[src/rtl/ip_lookup_pkg.sv]
// Shared types and constants for the IP lookup requester and its command FIFO.
package ip_lookup_pkg;

    localparam int IP_ADDR_W = 32;
    localparam int STAT_W    = 16;

    typedef enum logic [1:0] {
        IDLE,
        ISSUE,
        WAIT
    } state_t;

    typedef struct packed {
        logic                 insert;
        logic [IP_ADDR_W-1:0] ip;
    } cmd_t;

    function automatic logic [STAT_W-1:0] sat_inc(input logic [STAT_W-1:0] v, input logic en);
        return (en && (v != '1)) ? v + 1'b1 : v;
    endfunction

endpackage

[src/rtl/ip_lookup_requester_fifo.sv]
// Synchronous command FIFO (cmd_t entries) with occupancy count; async active-high reset.
module ip_cmd_fifo
    import ip_lookup_pkg::*;
#(
    parameter int DEPTH = 4
) (
    input  logic                   clk,
    input  logic                   rst,
    input  logic                   push_i,
    input  cmd_t                   data_i,
    input  logic                   pop_i,
    output cmd_t                   data_o,
    output logic                   full_o,
    output logic                   empty_o,
    output logic [$clog2(DEPTH):0] count_o
);

    localparam int AW = $clog2(DEPTH);

    cmd_t          mem_q [DEPTH];
    cmd_t          mem_d [DEPTH];
    logic [AW-1:0] wr_ptr_q, wr_ptr_d;
    logic [AW-1:0] rd_ptr_q, rd_ptr_d;
    logic [AW:0]   count_q, count_d;
    logic          push_ok, pop_ok;

    assign full_o  = (count_q == (AW+1)'(DEPTH));
    assign empty_o = (count_q == '0);
    assign count_o = count_q;
    assign data_o  = mem_q[rd_ptr_q];
    assign push_ok = push_i && !full_o;
    assign pop_ok  = pop_i && !empty_o;

    always_comb begin
        mem_d    = mem_q;
        wr_ptr_d = wr_ptr_q;
        rd_ptr_d = rd_ptr_q;
        count_d  = count_q;
        if (push_ok) begin
            mem_d[wr_ptr_q] = data_i;
            wr_ptr_d        = wr_ptr_q + 1'b1;
        end
        if (pop_ok) begin
            rd_ptr_d = rd_ptr_q + 1'b1;
        end
        case ({push_ok, pop_ok})
            2'b10:   count_d = count_q + 1'b1;
            2'b01:   count_d = count_q - 1'b1;
            default: count_d = count_q;
        endcase
    end

    always_ff @(posedge clk or posedge rst) begin
        if (rst) begin
            mem_q    <= '{default: '0};
            wr_ptr_q <= '0;
            rd_ptr_q <= '0;
            count_q  <= '0;
        end else begin
            mem_q    <= mem_d;
            wr_ptr_q <= wr_ptr_d;
            rd_ptr_q <= rd_ptr_d;
            count_q  <= count_d;
        end
    end

endmodule

[src/rtl/ip_lookup_requester.sv]
// Issues buffered insert/lookup commands to the IP hash controller and reports lookup verdicts.
// Optional statistics counters are enabled with `define IP_LOOKUP_STATS_EN.
module ip_lookup_requester #(
    parameter int IP_ADDR_W      = 32,
    parameter int FIFO_DEPTH     = 4,
    parameter int TIMEOUT_CYCLES = 64
) (
    input  logic                 clk,
    input  logic                 rst,
    input  logic                 cmd_valid_i,
    output logic                 cmd_ready_o,
    input  logic                 cmd_insert_i,
    input  logic [IP_ADDR_W-1:0] cmd_ip_addr_i,
    output logic                 insert_val_o,
    output logic                 look_up_val_o,
    output logic [IP_ADDR_W-1:0] ip_addr_o,
    input  logic                 found_i,
    input  logic                 found_valid_i,
    output logic                 result_valid_o,
    output logic                 result_found_o,
    output logic                 result_timeout_o,
    output logic [IP_ADDR_W-1:0] result_ip_addr_o,
    output logic                 busy_o
`ifdef IP_LOOKUP_STATS_EN
    ,
    output logic [15:0]          stat_lookups_o,
    output logic [15:0]          stat_hits_o,
    output logic [15:0]          stat_timeouts_o
`endif
);

    import ip_lookup_pkg::*;

    localparam int                CNT_W    = $clog2(TIMEOUT_CYCLES) + 1;
    localparam int                FCW      = $clog2(FIFO_DEPTH) + 1;
    localparam logic [CNT_W-1:0]  CNT_LAST = CNT_W'(TIMEOUT_CYCLES - 1);

    state_t               state_q, state_d;
    cmd_t                 hold_q, hold_d;
    logic [CNT_W-1:0]     cnt_q, cnt_d;
    logic                 ready_q, ready_d;
    logic                 ins_q, ins_d;
    logic                 lu_q, lu_d;
    logic                 rv_q, rv_d;
    logic                 rf_q, rf_d;
    logic                 rt_q, rt_d;
    logic [IP_ADDR_W-1:0] raddr_q, raddr_d;

    cmd_t                 fifo_in, fifo_head;
    logic                 push, pop, fifo_full, fifo_empty;
    logic [FCW-1:0]       fifo_count, count_nxt;

    assign push    = cmd_valid_i && ready_q && !fifo_full;
    assign fifo_in = '{insert: cmd_insert_i, ip: cmd_ip_addr_i};

    ip_cmd_fifo #(
        .DEPTH(FIFO_DEPTH)
    ) u_fifo (
        .clk     (clk),
        .rst     (rst),
        .push_i  (push),
        .data_i  (fifo_in),
        .pop_i   (pop),
        .data_o  (fifo_head),
        .full_o  (fifo_full),
        .empty_o (fifo_empty),
        .count_o (fifo_count)
    );

    // Ready is registered from the post-edge occupancy so it is exact in the following cycle.
    assign count_nxt = fifo_count + FCW'(push) - FCW'(pop);
    assign ready_d   = (count_nxt != FCW'(FIFO_DEPTH));

    always_comb begin
        state_d = state_q;
        hold_d  = hold_q;
        cnt_d   = cnt_q;
        ins_d   = 1'b0;
        lu_d    = 1'b0;
        rv_d    = 1'b0;
        rf_d    = rf_q;
        rt_d    = rt_q;
        raddr_d = raddr_q;
        pop     = 1'b0;
        case (state_q)
            IDLE: begin
                if (!fifo_empty) begin
                    pop     = 1'b1;
                    hold_d  = fifo_head;
                    ins_d   = fifo_head.insert;
                    lu_d    = !fifo_head.insert;
                    state_d = ISSUE;
                end
            end
            ISSUE: begin
                cnt_d   = '0;
                state_d = hold_q.insert ? IDLE : WAIT;
            end
            WAIT: begin
                cnt_d = cnt_q + 1'b1;
                if (found_valid_i) begin
                    rv_d    = 1'b1;
                    rf_d    = found_i;
                    rt_d    = 1'b0;
                    raddr_d = hold_q.ip;
                    state_d = IDLE;
                end else if (cnt_q == CNT_LAST) begin
                    rv_d    = 1'b1;
                    rf_d    = 1'b0;
                    rt_d    = 1'b1;
                    raddr_d = hold_q.ip;
                    state_d = IDLE;
                end
            end
            default: state_d = IDLE;
        endcase
    end

    always_ff @(posedge clk or posedge rst) begin
        if (rst) begin
            state_q <= IDLE;
            hold_q  <= '0;
            cnt_q   <= '0;
            ready_q <= 1'b0;
            ins_q   <= 1'b0;
            lu_q    <= 1'b0;
            rv_q    <= 1'b0;
            rf_q    <= 1'b0;
            rt_q    <= 1'b0;
            raddr_q <= '0;
        end else begin
            state_q <= state_d;
            hold_q  <= hold_d;
            cnt_q   <= cnt_d;
            ready_q <= ready_d;
            ins_q   <= ins_d;
            lu_q    <= lu_d;
            rv_q    <= rv_d;
            rf_q    <= rf_d;
            rt_q    <= rt_d;
            raddr_q <= raddr_d;
        end
    end

    assign cmd_ready_o      = ready_q;
    assign insert_val_o     = ins_q;
    assign look_up_val_o    = lu_q;
    assign ip_addr_o        = hold_q.ip;
    assign result_valid_o   = rv_q;
    assign result_found_o   = rf_q;
    assign result_timeout_o = rt_q;
    assign result_ip_addr_o = raddr_q;
    assign busy_o           = (state_q != IDLE) || !fifo_empty;

`ifdef IP_LOOKUP_STATS_EN
    logic [STAT_W-1:0] lookups_q, lookups_d;
    logic [STAT_W-1:0] hits_q, hits_d;
    logic [STAT_W-1:0] timeouts_q, timeouts_d;

    always_comb begin
        lookups_d  = sat_inc(lookups_q, lu_q);
        hits_d     = sat_inc(hits_q, rv_q && rf_q);
        timeouts_d = sat_inc(timeouts_q, rv_q && rt_q);
    end

    always_ff @(posedge clk or posedge rst) begin
        if (rst) begin
            lookups_q  <= '0;
            hits_q     <= '0;
            timeouts_q <= '0;
        end else begin
            lookups_q  <= lookups_d;
            hits_q     <= hits_d;
            timeouts_q <= timeouts_d;
        end
    end

    assign stat_lookups_o  = lookups_q;
    assign stat_hits_o     = hits_q;
    assign stat_timeouts_o = timeouts_q;
`endif

endmodule

[config.mk]
export PLATFORM = sky130hd
export DESIGN_NAME = ip_lookup_requester
export DESIGN_NICKNAME = d
export VERILOG_FILES = /design/src/rtl/ip_lookup_pkg.sv /design/src/rtl/ip_lookup_requester_fifo.sv /design/src/rtl/ip_lookup_requester.sv
export SDC_FILE = /design/constraint.sdc
export NUM_CORES = 1
export LEC_CHECK = 0
export BUFFER_PORTS_ARGS = -buffer_cell sky130_fd_sc_hd__buf_2
export CORE_ASPECT_RATIO = 0.6
export CORE_MARGIN = 4
export CORE_UTILIZATION = 50
export CTS_CLUSTER_DIAMETER = 150
export CTS_CLUSTER_SIZE = 8
export DETAILED_ROUTE_END_ITERATION = 6
export PLACE_DENSITY = 0.7
export SYNTH_ARGS = -nofsm -noshare
export SYNTH_HDL_FRONTEND = slang
export SYNTH_SLANG_ARGS = --single-unit
[constraint.sdc]
create_clock -name clk -period 9.45 [get_ports clk]
set_input_delay 1.89 -clock clk [delete_from_list [all_inputs] [get_ports clk]]
set_output_delay 1.89 -clock clk [all_outputs]
set_load 0.05 [all_outputs]
==> After elaboration in Yosys (flattened, before gate mapping) <==
Cells that the tools add are included.
{ "classes": {"n_addsub": 7, "multipliers": 0, "n_div": 0, "order_cmp": 3, "n_eq_ne": 9, "shift": 0, "mux": 28, "bitwise": 3, "reduce_logical": 18} }
{ "op_table": {"columns": ["operator", "count"], "rows": [
  ["bitwise mux 132 bit", 1],
  ["two-way mux 33 bit", 3],
  ["binary-select mux 33 bit (select 2 bit)", 1],
  ["demux 33 bit (select 2 bit)", 1],
  ["two-way mux 32 bit", 2],
  ["case mux 7 bit (2 select lines)", 1],
  ["two-way mux 1 bit", 13],
  ["two-way mux 2 bit", 4],
  ["nonzero test 2 bit", 4],
  ["adder 7 x 1 -> 7 bit, second input constant", 1],
  ["== test 7 x 6 -> 1 bit, second input constant", 1],
  ["greater-or-equal comparator 3 bit, second input constant", 2],
  ["!= test 3 bit, second input constant", 2],
  ["NOT 2 -> 3 bit", 2],
  ["case mux 2 bit (3 select lines)", 1],
  ["case mux 3 bit (2 select lines)", 1],
  ["AND reduction 2 bit", 3],
  ["logical AND 1 bit", 5],
  ["adder 2 x 1 -> 2 bit, second input constant", 2],
  ["== test 2 x 1 -> 1 bit, second input constant", 2],
  ["== test 2 bit, second input constant", 2],
  ["adder 3 x 1 -> 3 bit", 1],
  ["adder 3 x 1 -> 3 bit, second input constant", 1],
  ["== test 3 bit, second input constant", 1],
  ["other kinds (9)", 11]
]} }
{ "word_totals": {"ff_bits": 219, "latch_bits": 0, "mem_bits_rw": 0, "mem_bits_ro": 0, "inputBits": 38, "n_memories": 0} }

==> Longest topological paths before layout <==
Gate-level depths: netlist of run 1.
{ "logic_depth": {"ltp_word": 7, "mapped_depth": 12, "ltp_nobuf": 11} }

==> Hierarchy <==
A second synthesis of run 1 with hierarchy kept.
{ "hier_totals": {"cells_unflattened": 612, "area_unflattened_um2": 10222.3} }
{ "by_module_without_submodules": {"columns": ["mod", "n_inst", "cells_per_inst", "area_per_inst_um2"], "rows": [
  ["ip_cmd_fifo", 1, 358, 6613.8],
  ["ip_lookup_requester", 1, 254, 3608.5]
]} }

==> Worst setup path after synthesis of run 1 <==
Ideal clock, no wire load.
{ "synth_timing": {"kind": "input to register", "start": "input cmd_valid_i", "end": "register ready_q (netlist: cmd_ready_o)", "arrival_ns": 3.222, "t_required_ns": 9.319, "setup_slack_ns": 6.097, "stages": 5, "path_cell_list": "nand2_1 > a31oi_4 > ha_1 > fa_1 > or3_1"} }
{ "synth_between": {"elab_chain_len": 5} }
{ "synth_lines": {"columns": ["element", "line_no", "text"], "rows": [
  ["start: declaration", "ip_lookup_requester.sv:10", "input logic cmd_valid_i,"],
  ["logical AND 1 bit (2 in a row)", "ip_lookup_requester.sv:53", "assign push = cmd_valid_i && ready_q && !fifo_full;"],
  ["adder 3 x 1 -> 3 bit", "ip_lookup_requester.sv:71", "assign count_nxt = fifo_count + FCW'(push) - FCW'(pop);"],
  ["subtractor 3 x 1 -> 3 bit", "ip_lookup_requester.sv:71", null],
  ["!= test 3 bit", "ip_lookup_requester.sv:72", "assign ready_d = (count_nxt != FCW'(FIFO_DEPTH));"],
  ["net ready_d", "ip_lookup_requester.sv:41", "logic ready_q, ready_d;"],
  ["end signal: assignment", "ip_lookup_requester.sv:135", "ready_q <= ready_d;"],
  ["end: declaration", "ip_lookup_requester.sv:41", null]
]} }
The timed path passes the listed nets, and every way through them passes these cells.
A chain may end at the register's enable or synchronous reset.

==> Worst setup path after layout of run 1 <==
{ "layout_timing": {"start": "register u_fifo.count_q[2] (netlist: u_fifo.count_o[2])", "end": "output busy_o"} }
{ "layout_between": {"elab_chain_len": 3} }
{ "layout_lines": {"columns": ["element", "line_no", "text"], "rows": [
  ["start: declaration", "ip_lookup_requester_fifo.sv:24", "logic [AW:0] count_q, count_d;"],
  ["start signal: assignment", "ip_lookup_requester_fifo.sv:63", "count_q <= count_d;"],
  ["zero test 3 bit", "ip_lookup_requester_fifo.sv:28", "assign empty_o = (count_q == '0);"],
  ["zero test 1 bit", "ip_lookup_requester.sv:153", "assign busy_o = (state_q != IDLE) || !fifo_empty;"],
  ["logical OR 1 bit", "ip_lookup_requester.sv:153", null],
  ["end: declaration", "ip_lookup_requester.sv:23", "output logic busy_o"]
]} }
Every way passes these cells.

==> impl_metrics.py, run 1 <==
metrics = {
    "grt": {
        "grt_pass1_vias": 5562,
        "globalRouteMet3Util": 0.0410,
        "grt_max_degree": 147,
        "track_usage": 0.172,
        "grt_first_pass_wirelength_mm": 30.0,
        "grt_overflow": 0,
        "grt-busiest-layer": "met2",
        "grt_use_met1": 0.240,
        "use_met2": 0.285,
        "antenna_found_initial": 3,
    },
    "layout": {
        "layout.nets": 738,
        "diodes": 0,
        "drive_above_1_share": 0.557,
        "nFillCells": 1431,
        "syn2layout_area_growth_pct": 12.8,
        "regArea_um2": 5480,
        "multi_input_area_um2": 3560,
    },
    "synth": {
        "synth_fp_nets": 654,
        "synth_top_area_frac": 0.575,
        "yosys-top-cells-count": "219 x dfrtp_1, 197 x mux2_2, 33 x mux4_2, 32 x buf_4, 15 x inv_1",
        "synth_edf_count": 0,
        "synth_seq_cells": 219,
        "async_flop_share": 1.00,
        "yosys.cell_count.top_type": "dfrtp_1",
        "synth_top_area_cell": "dfrtp_1",
        "syn_avg_cell_area_um2": 15.8,
        "netlist_top_cells_area": "dfrtp_1 57%, mux2_2 23%, mux4_2 7.8%, buf_4 2.5%, ha_1 1.6%",
        "synth-main-ff-cell": "dfrtp_1",
        "syn_inst": 602,
        "yosysWarnings": 0,
        "synth.cell_area_um2": 9540,
        "yosysUniqueCellTypes": 33,
        "yosysSeqAreaShare": 0.575,
    },
    "placement": {
        "portBuffers": 108,
        "gp_congestion": 0.700,
        "dpl.hpwl_mm": 11.6,
    },
    "sta": {
        "setup-violations-final": 0,
        "final.setup_skew_ns": 0.0115,
        "rsz0062_at_grt": "false",
        "max_slew_margin": 0.307,
        "fin_tns_setup_ns": 0,
        "min_period_ns": 3.48,
        "final_max_slew_viol_count": 0,
        "hold_viol_final": 0,
        "post-route-period-util": 0.369,
        "worst_slew_pin_slew_ns": 1.04,
        "fmax_mhz": 287,
    },
    "die": {
        "rows": 38,
        "start_util": 0.518,
        "die_area_um2": 21400,
        "core_area_um2": 18400,
        "die_y_um": 115,
        "die_x_um": 186,
        "pin_count": 109,
    },
    "route": {
        "drc": 0,
        "first_pass_iters": 4,
        "vias": 5116,
        "routed_wirelength_mm": 18.3,
        "drt-initial-drc-count": 205,
        "routedWlPerCell_um": 19.7,
        "viasPerCell": 5.52,
        "ant_nets": 0,
    },
    "clock_tree": {
        "clock_sinks": 219,
        "post-cts-setup-buffers": 0,
        "path_clk_slew_ns": 0.05,
        "cts_hold_buf": 0,
        "cts_root_buffer": "clkbuf_16",
        "cts_htree_levels": 1,
        "cts_tree": "done",
        "clockBufferDepth": 3,
        "cts_inserted_buffers": 31,
        "ctsResizeCount": 0,
        "insertion_delay_ns": 0.52,
    },
    "power_and_ir_drop": {
        "cellLeakagePower_uw": 0.00487,
        "vdd_drop_max_mv": 0.244,
        "power_uw": 4590,
        "cellPowerDensity_nw_per_um2": 427,
    },
    "hold_path": {
        "hold_start": "hold_q[32]",
        "min-delay-path-class": "flip-flop to flip-flop",
    },
    "worst_setup_path": {
        "timing.critical_path.from": "u_fifo.count_o[2]",
        "required_ns": 7.56,
        "cp-start-kind": "flip-flop",
        "timing_worst_setup_path_type": "flip-flop to output pin",
        "reg2reg_from": "u_fifo.count_o[2]",
        "cp-end-kind": "output pin",
        "crit_path_max_fanout": 4,
        "arrival_ns": 1.59,
    },
    "status": {
        "status": "finished, final reports clean",
    },
    "flow_run": {
        "drv_cap": 0,
    },
}
critical path, cell delays in order (launching register included):
cell,delay (ns)
dfrtp_1,0.45
nor3_1,0.29
nand2_1,0.12
buf_2,0.22
state kept, by name (all words and copies together), names as in the netlist:
name	cells
u_fifo.mem_q	132
ip_addr_o	32
result_ip_addr_o	32
cnt_q	7
u_fifo.count_o	3
state_q	2
u_fifo.rd_ptr_q	2
u_fifo.wr_ptr_q	2
cmd_ready_o	1
hold_q	1
insert_val_o	1
look_up_val_o	1
result_found_o	1
result_timeout_o	1
result_valid_o	1
power breakdown:
part           internal, µW  switching [µW]
Sequential             1410             278
Combinational           894            1080
Clock                   571             355
worst paths after layout:
check | end | slack (ns) | cells past startpoint
worst max-delay path | busy_o | 5.97 | 3
worst min-delay path | hold_q[32] | 0.48 | 1
worst max register to register | cmd_ready_o | 6.30 | 10
worst min register to register | hold_q[32] | 0.48 | 1
max in group asynchronous | ip_addr_o[19] | 6.43 | 3
min in group asynchronous | u_fifo.mem_q[9] | 1.55 | 2
per-stage QoR:
step           std cells  instance area (µm²)  setup slack, ns   util  hold slack, ns
6_report             927                10800             5.97  0.585           0.476
5_1_grt              927                10800             5.89  0.585           0.502
4_1_cts              927                10800             5.92  0.585           0.478
3_5_place_dp         893                 9970             5.69  0.542           0.463
3_3_place_gp         893                 9970             5.78  0.542           0.460
2_1_floorplan        602                 9540             1.57      -           0.440
cell families after synthesis:
| group | synth area share |
|---|---|
| buffers and inverters | 0.0533 |
| flip-flops | 0.575 |
| XOR/XNOR | 0.00735 |
| AO/OA/AOI/OAI | 0.0143 |
| multiplexers | 0.314 |
| AND/OR/NAND/NOR | 0.0171 |
| adder cells (fa/ha/maj) | 0.0199 |
cells in the final DEF (no fill, tap or decap), types with 3 or more instances in the layout:
cell       count
dfrtp_1      217
mux2_2       197
buf_2        108
mux4_2        33
clkbuf_16     31
inv_1         14
nand2_1       12
ha_1          12
o21ai_0        8
xnor2_1        6
nand2_2        4
nand3_1        4
nor3_1         3
mux2i_1        3
nor2_1         3
a21o_1         3
buf_4          3
final cells by class:
| type | count | area share |
|---|---|---|
| repair buffers | 111 | 0.0523 |
| well taps | 240 | 0.0279 |
| clock buffers | 33 | 0.0728 |
| inverters | 16 | 0.00628 |
| flip-flops and latches | 219 | 0.509 |
| clock inverters | 1 | 0.000698 |
| multi-input cells | 307 | 0.331 |
per-layer routing:
layer | share of wire | vias up
li1 | - | 2287
met1 | 0.47 | 2685
met2 | 0.47 | 110
met3 | 0.048 | 28
met4 | 0.014 | 6
met5 | 0.0019 | -
No activity file was read; power rests on OpenSTA's default activity.
==> inputs of run 2 (changes only) <==
- PLACE_DENSITY: 0.7 -> 0.73
- clock period: 9.45 -> 2.85 ns (I/O delays scaled with it)
==> impl_metrics.py, run 2 (same netlist as run 1, synthesis figures left out) <==
metrics = {
    "grt": {
        "grt_first_pass_wirelength_mm": 31.7,
        "grt_pass1_vias": 5908,
        "grt_max_degree": 66,
        "antenna_found_initial": 3,
        "grt_use_met1": 0.250,
        "grt_overflow": 0,
        "grt-busiest-layer": "met2",
        "globalRouteMet3Util": 0.0428,
        "track_usage": 0.182,
        "use_met2": 0.305,
    },
    "layout": {
        "fin_cells": 945,
        "nFillCells": 1393,
        "fin_util": 0.594,
        "mostFrequentLayoutCell": "dfrtp_1",
        "syn2layout_area_growth_pct": 14.6,
        "layout.nets": 755,
        "largest_register_ffs": 132,
        "drive_above_1_share": 0.569,
        "largest_register": "u_fifo.mem_q",
        "diodes": 0,
        "final_cell_mix": "217 x dfrtp_1, 197 x mux2_2, 108 x buf_2",
    },
    "clock_tree": {
        "post-cts-setup-buffers": 0,
        "ctsResizeCount": 0,
        "cts_tree": "done",
        "path_clk_slew_ns": 0.05,
        "cts_inserted_buffers": 31,
        "insertion_delay_ns": 0.54,
        "cts_root_buffer": "clkbuf_16",
        "clockBufferDepth": 3,
        "cts_hold_buf": 0,
        "clock_sinks": 219,
        "cts_htree_levels": 1,
    },
    "sta": {
        "hold_viol_final": 0,
        "min_period_ns": 2.57,
        "rsz0062_at_grt": "false",
        "final_max_slew_viol_count": 0,
        "fmax_mhz": 390,
        "setup-violations-final": 0,
        "fin_ws_ns": 0.283,
        "post-route-period-util": 0.901,
        "worst_slew_pin_slew_ns": 0.674,
        "max_slew_margin": 0.550,
        "final.setup_skew_ns": 0.0102,
    },
    "route": {
        "first_pass_iters": 4,
        "drt-initial-drc-count": 229,
        "viasPerCell": 5.53,
        "drc": 0,
        "vias": 5224,
        "ant_nets": 0,
        "routed_wirelength_mm": 18.9,
        "routedWlPerCell_um": 20.0,
    },
    "worst_setup_path": {
        "crit_chain": "inv_1, ha_1, nand2b_1, inv_2, buf_4, ha_1, inv_1, fa_1, xor2_1, nor2_1, xor2_1",
        "critical_path.top_delay_family": "adder cells",
        "arrival_ns": 3.03,
        "max_stage_delay_ns": 0.46,
        "crit_path_max_fanout": 35,
        "crit_path_top_delay_cell": "buf_4",
        "timing.critical_path.buf_inv": 4,
        "r2r_end": "u_fifo.count_o[2]",
        "endpoint": "u_fifo.count_o[2]",
        "required_ns": 3.31,
        "timing.critical_path.from": "state_q[1]",
        "cp-start-kind": "flip-flop",
        "timing_worst_setup_path_type": "flip-flop to flip-flop",
        "regToRegSetupSlack_ns": 0.28,
        "r2r_cells": 11,
        "reg2reg_from": "state_q[1]",
        "cp-end-kind": "flip-flop",
        "cp.depth": 11,
    },
    "power_and_ir_drop": {
        "cellPowerDensity_nw_per_um2": 1410,
        "cellLeakagePower_uw": 0.00496,
        "vdd_drop_max_mv": 0.906,
    },
    "die": {
        "pin_count": 109,
        "die_x_um": 186,
        "die_area_um2": 21400,
        "die_y_um": 115,
        "core_area_um2": 18400,
        "start_util": 0.518,
        "rows": 38,
    },
    "placement": {
        "portBuffers": 108,
        "dp_cells": 910,
        "gp_congestion": 0.724,
        "dpl.hpwl_mm": 12.6,
        "preCtsSetupSlack_ns": 0.246,
    },
    "hold_path": {
        "min-delay-path-class": "input pin to async pin",
    },
    "flow_run": {
        "drv_cap": 0,
    },
    "status": {
        "status": "finished, final reports clean",
    },
}
[run 2: changes by cell type in the layout (fill, tap and decap cells not counted)]
cell,previous run,this run
inv_8,1,0
buf_4,3,18
buf_12,0,2
inv_16,0,1
clkinvlp_4,1,2
[run 2: layout make-up]
cell class / count / area [µm²] / share of cell area
Multi-Input combinational cell: 307 / 3560 / 0.326
Sequential cell: 219 / 5480 / 0.502
Inverter: 16 / 63.8 / 0.00584
Tap cell: 240 / 300 / 0.0275
Clock inverter: 2 / 27.5 / 0.00252
Timing Repair Buffer: 128 / 716 / 0.0655
Clock buffer: 33 / 783 / 0.0716
[run 2: metrics by stage]
| step | area [µm²] | hold slack [ns] | power (µW) | TNS (ns) |
|---|---|---|---|---|
| after detailed placement | 10100 | 0.476 | 12400 | 0 |
| after CTS | 10900 | 0.140 | 15600 | 0 |
| after global routing | 10900 | 0.181 | 16300 | 0 |
| final | 10900 | 0.141 | 15400 | 0 |
| after global placement | 10100 | 0.457 | 12000 | 0 |
| after floorplan | 9540 | 0.440 | 11200 | -125.73 |
[run 2: worst min path at each step]
stage | start | to | cells after the start
after global routing | rst | cmd_ready_o | 2
after detailed placement | hold_q[32] | hold_q[32] | 1
after floorplan | hold_q[32] | hold_q[32] | 1
after CTS | rst | cmd_ready_o | 2
after global placement | hold_q[32] | hold_q[32] | 1
final | rst | u_fifo.count_o[2] | 2
[run 2: layer usage]
layer,routed length (µm),part of all wire
met1,8790,0.46
met2,8930,0.47
met3,921,0.049
met5,34,0.0018
met4,260,0.014
[run 2: report_power, final]
part           internal (µW)  switching, µW  leakage (µW)
sequential              4690            903       0.00263
combinational           3020           3650       0.00193
clock                   1910           1230      0.000394
==> inputs of run 3 (changes only) <==
- PLACE_DENSITY: 0.73 -> 0.72
- SYNTH_HIERARCHICAL: default -> 1
==> impl_metrics.py, run 3 <==
metrics = {
    "grt": {
        "grt_overflow": 0,
        "track_usage": 0.176,
        "grt_first_pass_wirelength_mm": 32.5,
        "grt_max_degree": 140,
        "antenna_found_initial": 3,
        "grt_pass1_vias": 5840,
    },
    "die": {
        "rows": 40,
        "die_y_um": 119,
        "pin_count": 109,
        "die_x_um": 193,
        "start_util": 0.511,
        "die_area_um2": 22900,
        "core_area_um2": 20000,
    },
    "clock_tree": {
        "clock_sinks": 219,
        "insertion_delay_ns": 0.53,
        "post-cts-setup-buffers": 0,
        "cts_inserted_buffers": 31,
        "cts_htree_levels": 1,
        "cts_tree": "done",
        "cts_hold_buf": 0,
        "clockBufferDepth": 3,
        "ctsResizeCount": 0,
        "path_clk_slew_ns": 0.05,
        "cts_root_buffer": "clkbuf_16",
    },
    "sta": {
        "final.setup_skew_ns": 0.0136,
        "fin_tns_setup_ns": 0,
        "fin_ws_ns": 0.271,
        "rsz0062_at_grt": "false",
        "hold_viol_final": 0,
        "min_period_ns": 2.58,
        "fmax_mhz": 388,
        "final_max_slew_viol_count": 0,
        "worst_slew_pin_slew_ns": 0.815,
        "post-route-period-util": 0.905,
        "max_slew_margin": 0.456,
        "holdWs_ns": 0.208,
        "setup-violations-final": 0,
    },
    "synth": {
        "syn_inst": 612,
        "syn_avg_cell_area_um2": 16.7,
        "yosysUniqueCellTypes": 37,
        "yosys.cell_count.top_type": "dfrtp_1",
        "netlist_top_cells_area": "dfrtp_1 54%, mux2_4 22%, mux4_2 7.3%, mux2_2 5.6%, buf_4 2.4%",
        "synth_top_area_frac": 0.536,
        "synth-main-ff-cell": "dfrtp_1",
        "synth_fp_nets": 664,
        "yosysWarnings": 6,
        "synth.cell_area_um2": 10200,
        "synth_top_area_cell": "dfrtp_1",
        "synth_seq_cells": 219,
        "synth_edf_count": 0,
        "yosysSeqAreaShare": 0.536,
        "async_flop_share": 1.00,
        "yosys-top-cells-count": "219 x dfrtp_1, 148 x mux2_4, 51 x mux2_2, 33 x mux4_2, 32 x buf_4",
    },
    "layout": {
        "drive_above_1_share": 0.570,
        "diodes": 0,
        "final_cell_mix": "217 x dfrtp_1, 148 x mux2_4, 108 x buf_2",
        "largest_register": "u_fifo/mem_q",
        "layout.nets": 762,
        "largest_register_ffs": 132,
        "syn2layout_area_growth_pct": 13.6,
        "mostFrequentLayoutCell": "dfrtp_1",
    },
    "flow_run": {
        "drv_cap": 0,
    },
    "placement": {
        "portBuffers": 108,
        "dpl.hpwl_mm": 12.7,
        "preCtsSetupSlack_ns": 0.260,
        "gp_congestion": 0.714,
    },
    "route": {
        "ant_nets": 0,
        "routedWlPerCell_um": 19.9,
        "viasPerCell": 5.31,
        "drc": 0,
        "route.met2.wl_mm": 8.93,
        "routed_wirelength_mm": 19.6,
        "drt-initial-drc-count": 153,
        "routed.top_layer": "met5",
        "met1_length_mm": 9.38,
        "met3WireLength_um": 917,
        "first_pass_iters": 4,
        "vias": 5226,
    },
    "worst_setup_path": {
        "timing.critical_path.from": "u_fifo/count_o[1]",
        "timing_worst_setup_path_type": "flip-flop to flip-flop",
        "arrival_ns": 2.99,
        "reg2reg_from": "u_fifo/count_o[1]",
        "cp-end-kind": "flip-flop",
        "required_ns": 3.26,
        "regToRegSetupSlack_ns": 0.27,
        "cp-start-kind": "flip-flop",
        "crit_path_max_fanout": 6,
    },
    "power_and_ir_drop": {
        "cellLeakagePower_uw": 0.00537,
        "vdd_drop_max_mv": 0.733,
        "cellPowerDensity_nw_per_um2": 1420,
    },
    "hold_path": {
        "min-delay-path-class": "input pin to async pin",
    },
    "status": {
        "status": "finished, final reports clean",
    },
}
-- run 3: cell count changes after synthesis, sizes merged, moves of 2 or more --
| cell | change |
|---|---|
| nand3 | +2 |
| buf | +3 |
| mux2 | +2 |
| nor2 | +4 |
| o21ai | -4 |
-- run 3: critical path, stage by stage (launching register included) --
cell,delay (ns)
dfrtp_1,0.47
nor3_1,0.43
nor2b_4,0.09
ha_1,0.30
inv_1,0.04
ha_1,0.18
fa_1,0.38
xnor2_1,0.15
xnor2_1,0.12
or3_1,0.30
-- run 3: final cells by class --
cell class	instances	area (µm²)
Fill cell	1506	8410
Sequential cell	219	5480
Multi-Input combinational cell	314	4180
Clock buffer	32	779
Timing Repair Buffer	127	746
Tap cell	273	342
Inverter	17	68.8
Clock inverter	2	16.3
-- run 3: worst paths after layout --
path	cells after the start	end
min reg2reg	1	u_fifo/mem_q[14]
max reg2reg	9	cmd_ready_o
min in group clk	2	result_timeout_o
max in group asynchronous	3	result_ip_addr_o[9]
min	2	cmd_ready_o
max	9	cmd_ready_o
-- run 3: power breakdown --
group | switching, µW | internal [µW]
sequential | 1020 | 4690
clock | 1210 | 1890
combinational | 3770 | 3860
total | 6000 | 10400
-- run 3: per-stage QoR --
stage / total power [µW] / cell area (µm²) / util / cells
after floorplan: 12100 / 10200 / - / 612
after global placement: 13100 / 10800 / 0.540 / 950
after detailed placement: 13400 / 10800 / 0.540 / 950
after CTS: 16600 / 11600 / 0.580 / 984
after global routing: 17400 / 11600 / 0.580 / 984
final: 16400 / 11600 / 0.580 / 984
-- run 3: cells by family (layout without fill, tap and decap cells) --
logic type      after synthesis  in the layout  synth area share
mux                         235            235             0.349
xor+xnor                      8              8           0.00685
flops                       219            219             0.536
fa+ha+maj                    14             14            0.0186
buf+inv                      79            178            0.0561
compound gates               14             14           0.00881
simple gates                 43             43            0.0244
-- run 3: routing by layer --
metal / global-route usage / vias to the layer above
li1: - / 2329
met1: 0.265 / 2740
met2: 0.266 / 117
met3: 0.0404 / 34
met4: 0.0343 / 6
met5: 0 / -
